==> src/rtl/mem_arb_pkg.sv <==
// Shared types for the unified-memory arbiter: FSM states and grant owner.
package mem_arb_pkg;

  typedef enum logic [1:0] {
    IDLE = 2'd0,
    BUSY = 2'd1,
    DONE = 2'd2
  } arb_state_t;

  typedef enum logic {
    GNT_I = 1'b0,
    GNT_D = 1'b1
  } grant_t;

endpackage

==> src/rtl/mem_arbiter.sv <==
// Arbitrates a single-port backing memory between fetch (reads) and the data stage
// (reads/writes); data has priority, bounded by a fetch starvation counter.
module mem_arbiter
  import mem_arb_pkg::*;
#(
  parameter int WIDTH        = 32,
  parameter int STARVE_LIMIT = 4
) (
  input  logic             clk,
  input  logic             rst,
  input  logic             i_req,
  input  logic [WIDTH-1:0] i_addr,
  output logic [WIDTH-1:0] i_rdata,
  output logic             i_ready,
  input  logic             d_req,
  input  logic             d_we,
  input  logic [WIDTH-1:0] d_addr,
  input  logic [WIDTH-1:0] d_wdata,
  output logic [WIDTH-1:0] d_rdata,
  output logic             d_ready,
  output logic             mem_req,
  output logic             mem_we,
  output logic [WIDTH-1:0] mem_addr,
  output logic [WIDTH-1:0] mem_wdata,
  input  logic [WIDTH-1:0] mem_rdata,
  input  logic             mem_ready,
  output logic             stall_F,
  output logic             stall_M
);

  localparam int CNT_W = $clog2(STARVE_LIMIT + 1);
  localparam logic [CNT_W-1:0] LIMIT_C = CNT_W'(STARVE_LIMIT);

  arb_state_t       state_r;
  grant_t           grant_r;
  logic [CNT_W-1:0] starve_cnt_r;
  logic             i_ready_r;
  logic             d_ready_r;
  logic             mem_req_r;
  logic             mem_we_r;
  logic [WIDTH-1:0] mem_addr_r;
  logic [WIDTH-1:0] mem_wdata_r;
  logic [WIDTH-1:0] i_rdata_r;
  logic [WIDTH-1:0] d_rdata_r;

  logic             any_req_s;
  logic             pick_d_s;
  logic [CNT_W-1:0] starve_nxt_s;

  // Winner selection and the starvation count that goes with that grant.
  always_comb begin
    any_req_s    = i_req | d_req;
    pick_d_s     = 1'b0;
    starve_nxt_s = starve_cnt_r;
    if (d_req && !(i_req && (starve_cnt_r == LIMIT_C))) begin
      pick_d_s = 1'b1;
    end else begin
      pick_d_s = 1'b0;
    end
    if (!pick_d_s) begin
      starve_nxt_s = '0;
    end else if (i_req && (starve_cnt_r != LIMIT_C)) begin
      starve_nxt_s = starve_cnt_r + CNT_W'(1);
    end else begin
      starve_nxt_s = starve_cnt_r;
    end
  end

  // Transaction FSM: grant in IDLE, wait for memory in BUSY, pulse ready in DONE.
  always_ff @(posedge clk) begin
    if (rst) begin
      state_r      <= IDLE;
      grant_r      <= GNT_I;
      starve_cnt_r <= '0;
      i_ready_r    <= 1'b0;
      d_ready_r    <= 1'b0;
      mem_req_r    <= 1'b0;
      mem_we_r     <= 1'b0;
      mem_addr_r   <= '0;
      mem_wdata_r  <= '0;
      i_rdata_r    <= '0;
      d_rdata_r    <= '0;
    end else begin
      i_ready_r <= 1'b0;
      d_ready_r <= 1'b0;
      case (state_r)
        IDLE: begin
          if (any_req_s) begin
            grant_r      <= pick_d_s ? GNT_D : GNT_I;
            starve_cnt_r <= starve_nxt_s;
            mem_req_r    <= 1'b1;
            mem_we_r     <= pick_d_s & d_we;
            mem_addr_r   <= pick_d_s ? d_addr : i_addr;
            if (pick_d_s && d_we) begin
              mem_wdata_r <= d_wdata;
            end
            state_r <= BUSY;
          end
        end
        BUSY: begin
          if (mem_ready) begin
            mem_req_r <= 1'b0;
            if (grant_r == GNT_D) begin
              d_ready_r <= 1'b1;
              if (!mem_we_r) begin
                d_rdata_r <= mem_rdata;
              end
            end else begin
              i_ready_r <= 1'b1;
              i_rdata_r <= mem_rdata;
            end
            state_r <= DONE;
          end
        end
        DONE: begin
          state_r <= IDLE;
        end
        default: begin
          mem_req_r <= 1'b0;
          state_r   <= IDLE;
        end
      endcase
    end
  end

  assign i_rdata   = i_rdata_r;
  assign i_ready   = i_ready_r;
  assign d_rdata   = d_rdata_r;
  assign d_ready   = d_ready_r;
  assign mem_req   = mem_req_r;
  assign mem_we    = mem_we_r;
  assign mem_addr  = mem_addr_r;
  assign mem_wdata = mem_wdata_r;
  assign stall_F   = i_req & ~i_ready_r;
  assign stall_M   = d_req & ~d_ready_r;

endmodule

==> config.mk <==
export PLATFORM = sky130hd
export DESIGN_NAME = mem_arbiter
export DESIGN_NICKNAME = d
export VERILOG_FILES = /design/src/rtl/mem_arb_pkg.sv /design/src/rtl/mem_arbiter.sv
export SDC_FILE = /design/constraint.sdc
export NUM_CORES = 1
export LEC_CHECK = 0
export ABC_AREA = 1
export BUFFER_PORTS_ARGS = -buffer_cell sky130_fd_sc_hd__clkbuf_2
export CORE_MARGIN = 5
export CORE_UTILIZATION = 40
export CTS_CLUSTER_SIZE = 20
export DETAILED_ROUTE_END_ITERATION = 8
export GPL_TIMING_DRIVEN = 0
export PLACE_DENSITY = 0.81
export SLEW_MARGIN = 20
export SYNTH_ARGS = -nofsm -noshare
export SYNTH_HDL_FRONTEND = slang
export SYNTH_SLANG_ARGS = --single-unit
==> constraint.sdc <==
create_clock -name clk -period 3.8 [get_ports clk]
set_input_delay 0.76 -clock clk [delete_from_list [all_inputs] [get_ports clk]]
set_output_delay 0.76 -clock clk [all_outputs]
set_load 0.1 [all_outputs]
==> results of run 1 <==
[cell usage after synthesis]
| cell type | n | share of area |
|---|---|---|
| sky130_fd_sc_hd__a21boi_0 | 22 | 0.028 |
| sky130_fd_sc_hd__a21boi_1 | 10 | 0.013 |
| sky130_fd_sc_hd__a21oi_1 | 34 | 0.029 |
| sky130_fd_sc_hd__buf_1 | 7 | 0.0045 |
| sky130_fd_sc_hd__buf_2 | 20 | 0.017 |
| sky130_fd_sc_hd__buf_4 | 12 | 0.015 |
| sky130_fd_sc_hd__clkbuf_1 | 18 | 0.011 |
| sky130_fd_sc_hd__dfxtp_1 | 138 | 0.47 |
| sky130_fd_sc_hd__ha_1 | 2 | 0.0043 |
| sky130_fd_sc_hd__inv_1 | 73 | 0.047 |
| sky130_fd_sc_hd__inv_2 | 2 | 0.0013 |
| sky130_fd_sc_hd__nand2_1 | 207 | 0.13 |
| sky130_fd_sc_hd__nand2_2 | 1 | 0.0011 |
| sky130_fd_sc_hd__nand3_1 | 66 | 0.056 |
| sky130_fd_sc_hd__nor2_1 | 207 | 0.13 |
| sky130_fd_sc_hd__nor2_2 | 1 | 0.0011 |
| sky130_fd_sc_hd__nor2_4 | 2 | 0.0038 |
| sky130_fd_sc_hd__nor3_1 | 1 | 0.00085 |
| sky130_fd_sc_hd__nor3b_1 | 1 | 0.0013 |
| sky130_fd_sc_hd__o21a_1 | 1 | 0.0013 |
| sky130_fd_sc_hd__o21ai_0 | 35 | 0.030 |
[worst min path at each step]
stage                                            start                           end  slack, ns
final                          i_rdata[0]$_SDFFE_PP0P_       i_rdata[0]$_SDFFE_PP0P_       0.46
after CTS                      i_rdata[0]$_SDFFE_PP0P_       i_rdata[0]$_SDFFE_PP0P_       0.46
after global placement         i_rdata[4]$_SDFFE_PP0P_       i_rdata[4]$_SDFFE_PP0P_       0.45
after floorplan           starve_cnt_r[0]$_SDFFE_PP0P_  starve_cnt_r[0]$_SDFFE_PP0P_       0.46
after detailed placement       i_rdata[0]$_SDFFE_PP0P_       i_rdata[0]$_SDFFE_PP0P_       0.45
after global routing           i_rdata[5]$_SDFFE_PP0P_       i_rdata[5]$_SDFFE_PP0P_       0.48
[metal layers]
metal | global-route usage | routed length [um] | vias up
li1 | - | - | 3221
met1 | 0.2286 | 7435 | 2733
met2 | 0.3536 | 8782 | 243
met3 | 0.06804 | 1397 | 37
met4 | 0.09584 | 555 | 0
met5 | 0 | 0 | -
[worst max-delay path, stage by stage]
cell	delay (ns)
sky130_fd_sc_hd__clkbuf_2	0.13
sky130_fd_sc_hd__buf_2	0.21
sky130_fd_sc_hd__buf_2	0.25
sky130_fd_sc_hd__inv_1	0.06
sky130_fd_sc_hd__nor2_1	0.15
sky130_fd_sc_hd__clkbuf_2	0.49
[area by class of cell]
type | count | area, um2 | share of cell area
multi-input combinational | 590 | 2550 | 0.3138
inverter | 75 | 281.5 | 0.03464
sequential | 138 | 2763 | 0.3400
buffer | 57 | 284.0 | 0.03495
timing repair buffer | 266 | 1331 | 0.1638
tap | 184 | 230.2 | 0.02833
clock inverter | 10 | 212.7 | 0.02617
clock buffer | 22 | 474.2 | 0.05835
[layout by cell type (no fill, tap or decap), drive strengths merged]
| master | n |
|---|---|
| a21boi | 32 |
| a21oi | 34 |
| nand3 | 66 |
| nand2 | 208 |
| dfxtp | 138 |
| nor3 | 1 |
| buf | 39 |
| clkinvlp | 2 |
| o21a | 1 |
| nor2 | 210 |
| clkbuf | 306 |
| o21ai | 35 |
| ha | 2 |
| bufinv | 6 |
| nor3b | 1 |
| clkinv | 2 |
| inv | 75 |
[sequential cells by signal, summed over array words and instances, names as in the netlist, 2 cells and up]
register      flops
d_rdata          32
starve_cnt_r      3
i_rdata          32
mem_wdata        32
state_r           2
mem_addr         32
[kinds of logic (layout without fill, tap and decap cells)]
| kind of cell | after synthesis | in the layout | share of synthesized area |
|---|---|---|---|
| adders and majority gates | 2 | 2 | 0.004256 |
| buffers and inverters | 132 | 430 | 0.09621 |
| DFF | 138 | 138 | 0.4700 |
| and+or+nand+nor | 486 | 486 | 0.3287 |
| AOI/OAI and AO/OA | 102 | 102 | 0.1009 |
[through the flow]
stage	util	power, mW
6_report	0.5613	4.698
4_1_cts	0.5613	4.735
3_3_place_gp	0.5138	2.822
2_1_floorplan	-	2.574
3_5_place_dp	0.5138	2.831
5_1_grt	0.5613	4.872
[power groups by stage]
stage	clock network (mW)	logic [mW]	registers [mW]
global placement	0	1.20	1.62
finish	1.90	1.20	1.60
global route	1.99	1.28	1.61
detailed placement	0	1.20	1.63
CTS	1.93	1.21	1.60
floorplan	0	0.297	2.28
==> PnR_summary.wiki, run 1 <==
{| class="wikitable"
! Metric !! Value
|-
| Mean number of vias per cell || 4.645
|-
| Final critical-path share of the clock period || 0.7385
|-
| Placer congestion estimate || 0.8809
|-
| Register share of total power || 0.340
|-
| Syn Inst Count || 860
|-
| Fillers || about 1,400
|-
| Via Count || 6,234
|-
| Unrepaired setup endpoints after global routing || no
|-
| Detailed Route WL || 18,170 um
|-
| Arrival time of data at the critical path endpoint || 2.05 ns
|-
| Synthesized Nets || 996
|-
| Horizontal die dimension || 131.2 um
|-
| Required time reported for the critical path endpoint || between 3 and 4 ns
|-
| Register clock-pin slew on the reported worst setup and hold paths || about 0.050 ns
|-
| Input/output buffers || between 200 and 300
|-
| Number of buffers added by the clock tree synthesis step || 17
|-
| Clock tree from TritonCTS || built
|-
| Die Ht || 131.2 um
|-
| Share of total power in the clock network || 0.404
|-
| Actual transition at the worst max-transition pin || 0.6064 ns
|-
| Max-capacitance violation count || 0
|-
| Total Neg Setup Slack || 0 ns
|-
| Setup slack after layout || 0.9938 ns
|-
| Number of non-filler instances in the completed layout || around 1,300
|-
| Area grow syn2layout || 38.25%
|-
| Maximum fanout along the worst path || 10
|-
| Result of the run || completed
|-
| Path type of the worst min-delay path || register to register
|-
| Count of hold-fix buffers inserted at cts || 0
|-
| Starting DRT DRC Count || 313
|-
| Deepest level of the CTS H-tree || 4
|-
| Number of max-slew violations in the final report || 0
|-
| Share of layout cells above drive strength 1 || 0.2884
|-
| Final setup violation count || 0
|-
| Setup skew after layout || 0.01057 ns
|-
| Launching element of the worst setup path || d_req
|-
| Placed inst area || 7440 um2
|-
| Number of register bits inferred by synthesis || about 140
|-
| R2R Setup Slk || 2.01 ns
|-
| Final antenna diode count || 0
|-
| Final global-route overflow total || 0
|-
| Buffers from clock root to sink, at most || 2
|-
| Cells after DPL || 1,310
|-
| Routed wire per std cell || 13.54 um
|-
| Maximum number of pins on one net before global-route repair || 17
|-
| Leakage dissipation || roughly 4.2 nW
|-
| Sum of net half-perimeters after detailed placement || ~14,000 um
|-
| Warning count from the yosys run || 0
|-
| Detailed-route DRC error count || 0
|-
| Number of gates resized after CTS || 0
|-
| Wire length of the first global-routing pass || ~29,000 um
|-
| Remaining antenna violation count || 0
|-
| Insertion delay of the later-clocked pin in the worst-skew pair || just over 0.4 ns
|-
| Endpoint of the worst-slack reg-to-reg timing path || i_rdata[25]$_SDFFE_PP0P_
|-
| Internal portion of total power || 3.063 mW
|-
| Number of nets in the layout || 1,281
|-
| Switching power summed over all nets || 1.636 mW
|-
| Synth Cell Area || 5878 um2
|-
| Number of standard-cell rows in the floorplan || 44
|-
| Post-placement setup slack || a little under 1 ns
|-
| Classification of the worst setup path || input port to primary output
|-
| Initial core utilization || 0.4060
|-
| Number of clock sinks || roughly 140
|-
| Top achievable clock speed || 356.4 MHz
|-
| Endpoint type of the worst setup path || primary output
|-
| Router iterations before antenna repair || 4
|-
| Sequential fraction of the synthesis area || 0.4700
|-
| Avg Synthesized Cell Area || 6.835 um2
|-
| Buffer cell driving the clock tree root || sky130_fd_sc_hd__clkbuf_16
|-
| Worst slew margin relative to its limit || 0.5943
|-
| Worst hold slack || 0.4586 ns
|-
| Core Box Area || 14,480 um2
|-
| DIE AREA || 17,220 um2
|-
| Buffer count from post-CTS setup fixing || 0
|-
| Peak ir drop on the vdd network || 0.2844 mV
|-
| Post-layout instance area || 8127 um2
|-
| Ports placed on the boundary || 268
|-
| Final critical path time including I/O delays and setup || ~2.8 ns
|-
| Endpoints failing hold || 0
|-
| Vias in the first global route || 6,099
|-
| Worst Setup EP || stall_M
|-
| Gate power share || 0.256
|-
| Reg2reg path depth || 5
|-
| Crit Reg-Reg Startpoint || grant_r$_SDFFE_PP0P_
|-
| Initial antenna violation count || 0
|-
| Cell area power density || about 580 nW/um2
|-
| Global routing usage summed across all routing layers || 0.2053
|-
| Net switching fraction of the power || 0.3482
|-
| Startpoint types || input port
|-
| Count of cells along the worst hold path || 2
|-
| Count of distinct cell types in the synthesized netlist || 21
|}
Power figures use the tool's default switching activity.
==> inputs of run 2 (changes only) <==
Settings changed: PLACE_DENSITY 0.81 to 0.84.
Clock period 3.8 ns to 2.5 ns, I/O delays scaled along.
==> run 2 against run 1 <==
Compared with the run above:
- cell count unchanged
- wire length increased by 1.2%
- clock skew about the same
- core utilization decreased by 0.54 points
- clock power increased by 33%
- non-clock buffer count unchanged
- via count increased by 1.4%
- critical endpoint unchanged
- critical path depth unchanged
- largest cell class unchanged
- die area unchanged
- setup slack got worse by 0.74 ns
- combinational power increased by 53%
- count of clock-buffer cells in the layout decreased by 2
==> PnR_summary.wiki, run 2 (same netlist as run 1, synthesis figures left out) <==
{| class="wikitable"
! Metric !! Value
|-
| Hold wc startpoint || mem_rdata[10]
|-
| Buffer cell driving the clock tree root || sky130_fd_sc_hd__clkbuf_16
|-
| Crit Reg-Reg Startpoint || starve_cnt_r[0]$_SDFFE_PP0P_
|-
| Sum of internal, switching and leakage power || about 6.8 mW
|-
| Maximum fanout along the worst path || 10
|-
| Critical path buffers and inverters || 5
|-
| Final critical-path share of the clock period || 0.8978
|-
| Worst min-delay path endpoint || i_rdata[10]$_SDFFE_PP0P_
|-
| Count of hold-fix buffers inserted at cts || 0
|-
| Register clock-pin slew on the reported worst setup and hold paths || 0.06 ns
|-
| Final antenna diode count || 0
|-
| Sum of net half-perimeters after detailed placement || 14,430 um
|-
| Actual transition at the worst max-transition pin || 0.6023 ns
|-
| Number of buffers added by the clock tree synthesis step || 17
|-
| Leakage dissipation || approximately 4.2 nW
|-
| Core Box Area || 14,480 um2
|-
| Routed wire per std cell || around 14 um
|-
| Number of clock sinks || between 100 and 150
|-
| Detailed-route DRC error count || 0
|-
| Number of standard-cell rows in the floorplan || 44
|-
| Number of max-slew violations in the final report || 0
|-
| Buffers from clock root to sink, at most || 2
|-
| Mean number of vias per cell || roughly 4.7
|-
| Die Ht || 131.2 um
|-
| Worst slew margin relative to its limit || 0.5985
|-
| Detailed Route WL || ~18,000 um
|-
| Result of the run || completed
|-
| DIE AREA || 17,220 um2
|-
| Max-capacitance violation count || 0
|-
| Final global-route overflow total || 0
|-
| Reg2reg path depth || 8
|-
| Number of nets in the layout || 1,281
|-
| Maximum number of pins on one net before global-route repair || 17
|-
| Crit-path leading delay family || buffers and inverters
|-
| Path type of the worst min-delay path || input port to register
|-
| Via Count || 6,323
|-
| Endpoint type of the worst setup path || primary output
|-
| Cell area power density || 844.0 nW/um2
|-
| Clock tree from TritonCTS || built
|-
| Deepest level of the CTS H-tree || 4
|-
| Starting DRT DRC Count || 310
|-
| Vias in the first global route || 6,063
|-
| Share of layout cells above drive strength 1 || 0.2919
|-
| Final critical path time including I/O delays and setup || 2.245 ns
|-
| Input/output buffers || about 270
|-
| Ports placed on the boundary || 268
|-
| Post-placement setup slack || 0.2729 ns
|-
| Horizontal die dimension || around 130 um
|-
| Placer congestion estimate || between 0.8 and 0.9
|-
| R2R Setup Slk || 0.81 ns
|-
| Startpoint types || input port
|-
| Initial core utilization || 0.4060
|-
| Most frequent standard cell in the layout excluding fill and tap cells || sky130_fd_sc_hd__clkbuf_2
|-
| Classification of the worst setup path || input port to primary output
|-
| Top achievable clock speed || 445.5 MHz
|-
| Commonest non-fill, non-tap cells in the layout || 266 x sky130_fd_sc_hd__clkbuf_2, 207 x sky130_fd_sc_hd__nand2_1, 205 x sky130_fd_sc_hd__nor2_1, 138 x sky130_fd_sc_hd__dfxtp_1, 73 x sky130_fd_sc_hd__inv_1
|-
| Required time reported for the critical path endpoint || 2.00 ns
|-
| Arrival time of data at the critical path endpoint || 1.74 ns
|-
| Buffer count from post-CTS setup fixing || 0
|-
| Worst stage delay on the critical path || 0.45 ns
|-
| Final setup violation count || 0
|-
| Peak ir drop on the vdd network || 0.5170 mV
|-
| Initial antenna violation count || 0
|-
| Endpoints failing hold || 0
|-
| Count of cells along the worst hold path || 3
|-
| Cell breakdown of the critical path || clkbuf_2, buf_2, buf_2, inv_1, nor2_2, clkbuf_2
|-
| Unrepaired setup endpoints after global routing || no
|-
| Wire length of the first global-routing pass || approximately 30,000 um
|-
| Area grow syn2layout || 36.93%
|-
| Remaining antenna violation count || 0
|-
| Endpoint of the worst-slack reg-to-reg timing path || mem_addr[29]$_SDFFE_PP0P_
|-
| Router iterations before antenna repair || 4
|-
| Standard cell with the maximum stage delay on the critical path || sky130_fd_sc_hd__clkbuf_2
|-
| Number of gates resized after CTS || 0
|-
| Setup slack after layout || ~0.26 ns
|-
| Setup skew after layout || 0.01084 ns
|-
| Global routing usage summed across all routing layers || 0.2085
|-
| Total Neg Setup Slack || 0 ns
|-
| Insertion delay of the later-clocked pin in the worst-skew pair || roughly 0.42 ns
|}
run 2: cell count changes in the layout (fill, tap and decap cells not counted):
cell / previous run / this run
sky130_fd_sc_hd__clkinv_2: 0 / 2
sky130_fd_sc_hd__bufinv_16: 6 / 2
sky130_fd_sc_hd__inv_6: 0 / 4
sky130_fd_sc_hd__nor2_2: 1 / 3
sky130_fd_sc_hd__clkbuf_1: 20 / 18
sky130_fd_sc_hd__nor2_1: 207 / 205
run 2: worst max path at each step:
stage           from      end  slack (ns)  cells past startpoint
3_3_place_gp   d_req  stall_M        0.29                      6
5_1_grt        d_req  stall_M        0.18                      6
2_1_floorplan  d_req  stall_M        0.33                      4
6_report       d_req  stall_M        0.26                      6
4_1_cts        d_req  stall_M        0.27                      6
3_5_place_dp   d_req  stall_M        0.27                      6
run 2: metrics by stage:
stage | util | std cells | hold WS, ns | area (um2)
floorplan | - | 860 | 0.4566 | 5883
global placement | 0.5142 | 1310 | 0.4487 | 7445
detailed placement | 0.5142 | 1310 | 0.4552 | 7445
CTS | 0.5559 | 1342 | 0.3369 | 8049
global route | 0.5559 | 1342 | 0.3539 | 8049
finish | 0.5559 | 1342 | 0.3545 | 8049
run 2: cell type report:
class	count	area, um2
Timing Repair Buffer	266	1331
Clock buffer	20	466.7
Fill cell	1402	6430
Inverter	75	281.5
Tap cell	184	230.2
Buffer	57	284.0
Clock inverter	12	137.6
Multi-Input combinational cell	590	2555
Sequential cell	138	2763
run 2: power by group:
part | switching [mW] | total, mW | internal (mW) | leakage (nW)
Clock | 0.971 | 2.53 | 1.56 | 0.294
Combinational | 1.48 | 1.83 | 0.352 | 2.75
Sequential | 0.0821 | 2.43 | 2.35 | 1.13
run 2: metal layers:
metal,vias to the layer above,part of all wire,GRT usage
met5,-,0,0
met4,0,0.025,0.08372
met3,34,0.080,0.06651
met2,239,0.48,0.3488
met1,2827,0.41,0.2480
li1,3223,-,-
run 2: worst reg2reg max path, cell delays in order (launching register included):
cell                       delay (ns)
sky130_fd_sc_hd__dfxtp_1         0.35
sky130_fd_sc_hd__inv_1           0.07
sky130_fd_sc_hd__ha_1            0.19
sky130_fd_sc_hd__nand3_1         0.13
sky130_fd_sc_hd__buf_2           0.23
sky130_fd_sc_hd__buf_2           0.24
sky130_fd_sc_hd__a21boi_0        0.12
sky130_fd_sc_hd__nor2_1          0.19
sky130_fd_sc_hd__nor2_1          0.06
==> inputs of run 3 (changes only) <==
Settings changed: CELL_PAD_IN_SITES_DETAIL_PLACEMENT set to 0, CELL_PAD_IN_SITES_GLOBAL_PLACEMENT set to 1, CORE_UTILIZATION 40 to 29, PLACE_DENSITY 0.84 to 0.88.
==> run 3 against run 2 <==
Compared with the run above:
- die area rose by 35%
- critical path type unchanged
- sequential share of layout area shrank 0.46 points
- maximum frequency fell by 3.8%
- core utilization shrank 15 points
- critical endpoint unchanged
- clock skew is 0.0014 ns lower
- non-clock buffer count unchanged
- register-to-register slack better by 0.06 ns
- cell count rose by 6.4%
- largest power group unchanged
- wire length grew 7.5%
- combinational power about the same
==> PnR_summary.wiki, run 3 (same netlist as run 1, synthesis figures left out) <==
{| class="wikitable"
! Metric !! Value
|-
| Result of the run || completed
|-
| DIE AREA || approximately 23,000 um2
|-
| Vias in the first global route || 6,140
|-
| Setup skew after layout || about 0.0094 ns
|-
| Initial antenna violation count || 0
|-
| Classification of the worst setup path || input port to primary output
|-
| Cells after DPL || 1,396
|-
| Leakage dissipation || 4.175 nW
|-
| Count of hold-fix buffers inserted at cts || 0
|-
| Max-capacitance violation count || 0
|-
| Commonest non-fill, non-tap cells in the layout || 266 x sky130_fd_sc_hd__clkbuf_2, 207 x sky130_fd_sc_hd__nand2_1, 205 x sky130_fd_sc_hd__nor2_1, 138 x sky130_fd_sc_hd__dfxtp_1, 73 x sky130_fd_sc_hd__inv_1
|-
| Number of buffers added by the clock tree synthesis step || 17
|-
| Clock tree from TritonCTS || built
|-
| Core Box Area || between 20,000 and 25,000 um2
|-
| Remaining antenna violation count || 0
|-
| Path type of the worst min-delay path || input port to register
|-
| Routed wire per std cell || 13.84 um
|-
| Final critical-path share of the clock period || 0.9334
|-
| Final antenna diode count || 0
|-
| Buffer count from post-CTS setup fixing || 0
|-
| Top achievable clock speed || 428.5 MHz
|-
| Buffers from clock root to sink, at most || 2
|-
| Number of non-filler instances in the completed layout || 1,428
|-
| Worst slew margin relative to its limit || 0.5843
|-
| Setup slack after layout || 0.1664 ns
|-
| Most frequent standard cell in the layout excluding fill and tap cells || sky130_fd_sc_hd__clkbuf_2
|-
| Buffer cell driving the clock tree root || sky130_fd_sc_hd__clkbuf_16
|-
| Startpoint types || input port
|-
| Die Ht || 152.4 um
|-
| Number of gates resized after CTS || 0
|-
| Mean number of vias per cell || roughly 4.3
|-
| Sum of net half-perimeters after detailed placement || 15,470 um
|-
| Total Neg Setup Slack || 0 ns
|-
| Actual transition at the worst max-transition pin || 0.6236 ns
|-
| Deepest level of the CTS H-tree || 4
|-
| Wire length of the first global-routing pass || 32,000 um
|-
| Placed inst area || 7552 um2
|-
| Initial core utilization || 0.2924
|-
| Area grow syn2layout || 38.78%
|-
| Share of layout cells above drive strength 1 || 0.2893
|-
| Post-layout instance area || 8158 um2
|-
| Fillers || around 2,200
|-
| Sum of internal, switching and leakage power || around 6.9 mW
|-
| Input/output buffers || 266
|-
| Unrepaired setup endpoints after global routing || no
|-
| Via Count || 6,145
|-
| Worst hold slack || 0.3537 ns
|-
| Register clock-pin slew on the reported worst setup and hold paths || 0.06 ns
|-
| Peak ir drop on the vdd network || slightly above 0.4 mV
|-
| Horizontal die dimension || 152.4 um
|-
| Util after Layout || 0.4058
|-
| Required time reported for the critical path endpoint || 2.00 ns
|-
| Router iterations before antenna repair || 4
|-
| Number of standard-cell rows in the floorplan || 52
|-
| Endpoint type of the worst setup path || primary output
|-
| Number of nets in the layout || approximately 1,300
|-
| Detailed-route DRC error count || 0
|-
| Cell area power density || between 800 and 900 nW/um2
|-
| Arrival time of data at the critical path endpoint || around 1.8 ns
|-
| Maximum number of pins on one net before global-route repair || 17
|-
| Final global-route overflow total || 0
|-
| Number of clock sinks || around 140
|-
| Ports placed on the boundary || approximately 270
|-
| Detailed Route WL || 19,770 um
|-
| Endpoints failing hold || 0
|-
| Maximum fanout along the worst path || 10
|-
| Insertion delay of the later-clocked pin in the worst-skew pair || between 0.4 and 0.5 ns
|-
| Placer congestion estimate || between 0.8 and 0.9
|-
| Post-placement setup slack || 0.1824 ns
|-
| Starting DRT DRC Count || 239
|-
| Final critical path time including I/O delays and setup || about 2.3 ns
|-
| Global routing usage summed across all routing layers || 0.1690
|-
| Final setup violation count || 0
|-
| Number of max-slew violations in the final report || 0
|}
-- run 3: critical path, cell delays in order --
cell                       delay (ns)
sky130_fd_sc_hd__clkbuf_2        0.14
sky130_fd_sc_hd__buf_2           0.25
sky130_fd_sc_hd__buf_2           0.26
sky130_fd_sc_hd__inv_1           0.11
sky130_fd_sc_hd__nor2_2          0.08
sky130_fd_sc_hd__clkbuf_2        0.47
-- run 3: area by class of cell --
cell class / instances / area (um2) / area share
plain buffers: 57 / 284.0 / 0.03482
clock buffers: 22 / 464.2 / 0.05690
clock inverters: 10 / 141.4 / 0.01733
inverters: 75 / 281.5 / 0.03451
multi-input cells: 590 / 2555 / 0.3132
flip-flops and latches: 138 / 2763 / 0.3387
well taps: 270 / 337.8 / 0.04141
repair buffers: 266 / 1331 / 0.1632
-- run 3: power by group --
group | internal (mW) | total, mW | switching, mW
registers | 2.35 | 2.43 | 0.0800
clock network | 1.63 | 2.60 | 0.978
logic | 0.352 | 1.84 | 1.49
-- run 3: layer usage --
layer | vias to the layer above | global-route usage | part of all wire
li1 | 3224 | - | -
met1 | 2694 | 0.2065 | 0.43
met2 | 208 | 0.2758 | 0.47
met3 | 19 | 0.06504 | 0.083
met4 | 0 | 0.05265 | 0.018
met5 | - | 0 | 0
-- run 3: worst paths after layout --
kind | from | to | slack (ns) | depth (start not counted)
max | d_req | stall_M | 0.17 | 6
min | mem_rdata[2] | i_rdata[2]$_SDFFE_PP0P_ | 0.35 | 3
max reg2reg | starve_cnt_r[0]$_SDFFE_PP0P_ | mem_addr[30]$_SDFFE_PP0P_ | 0.87 | 8
min reg2reg | i_rdata[28]$_SDFFE_PP0P_ | i_rdata[28]$_SDFFE_PP0P_ | 0.46 | 2
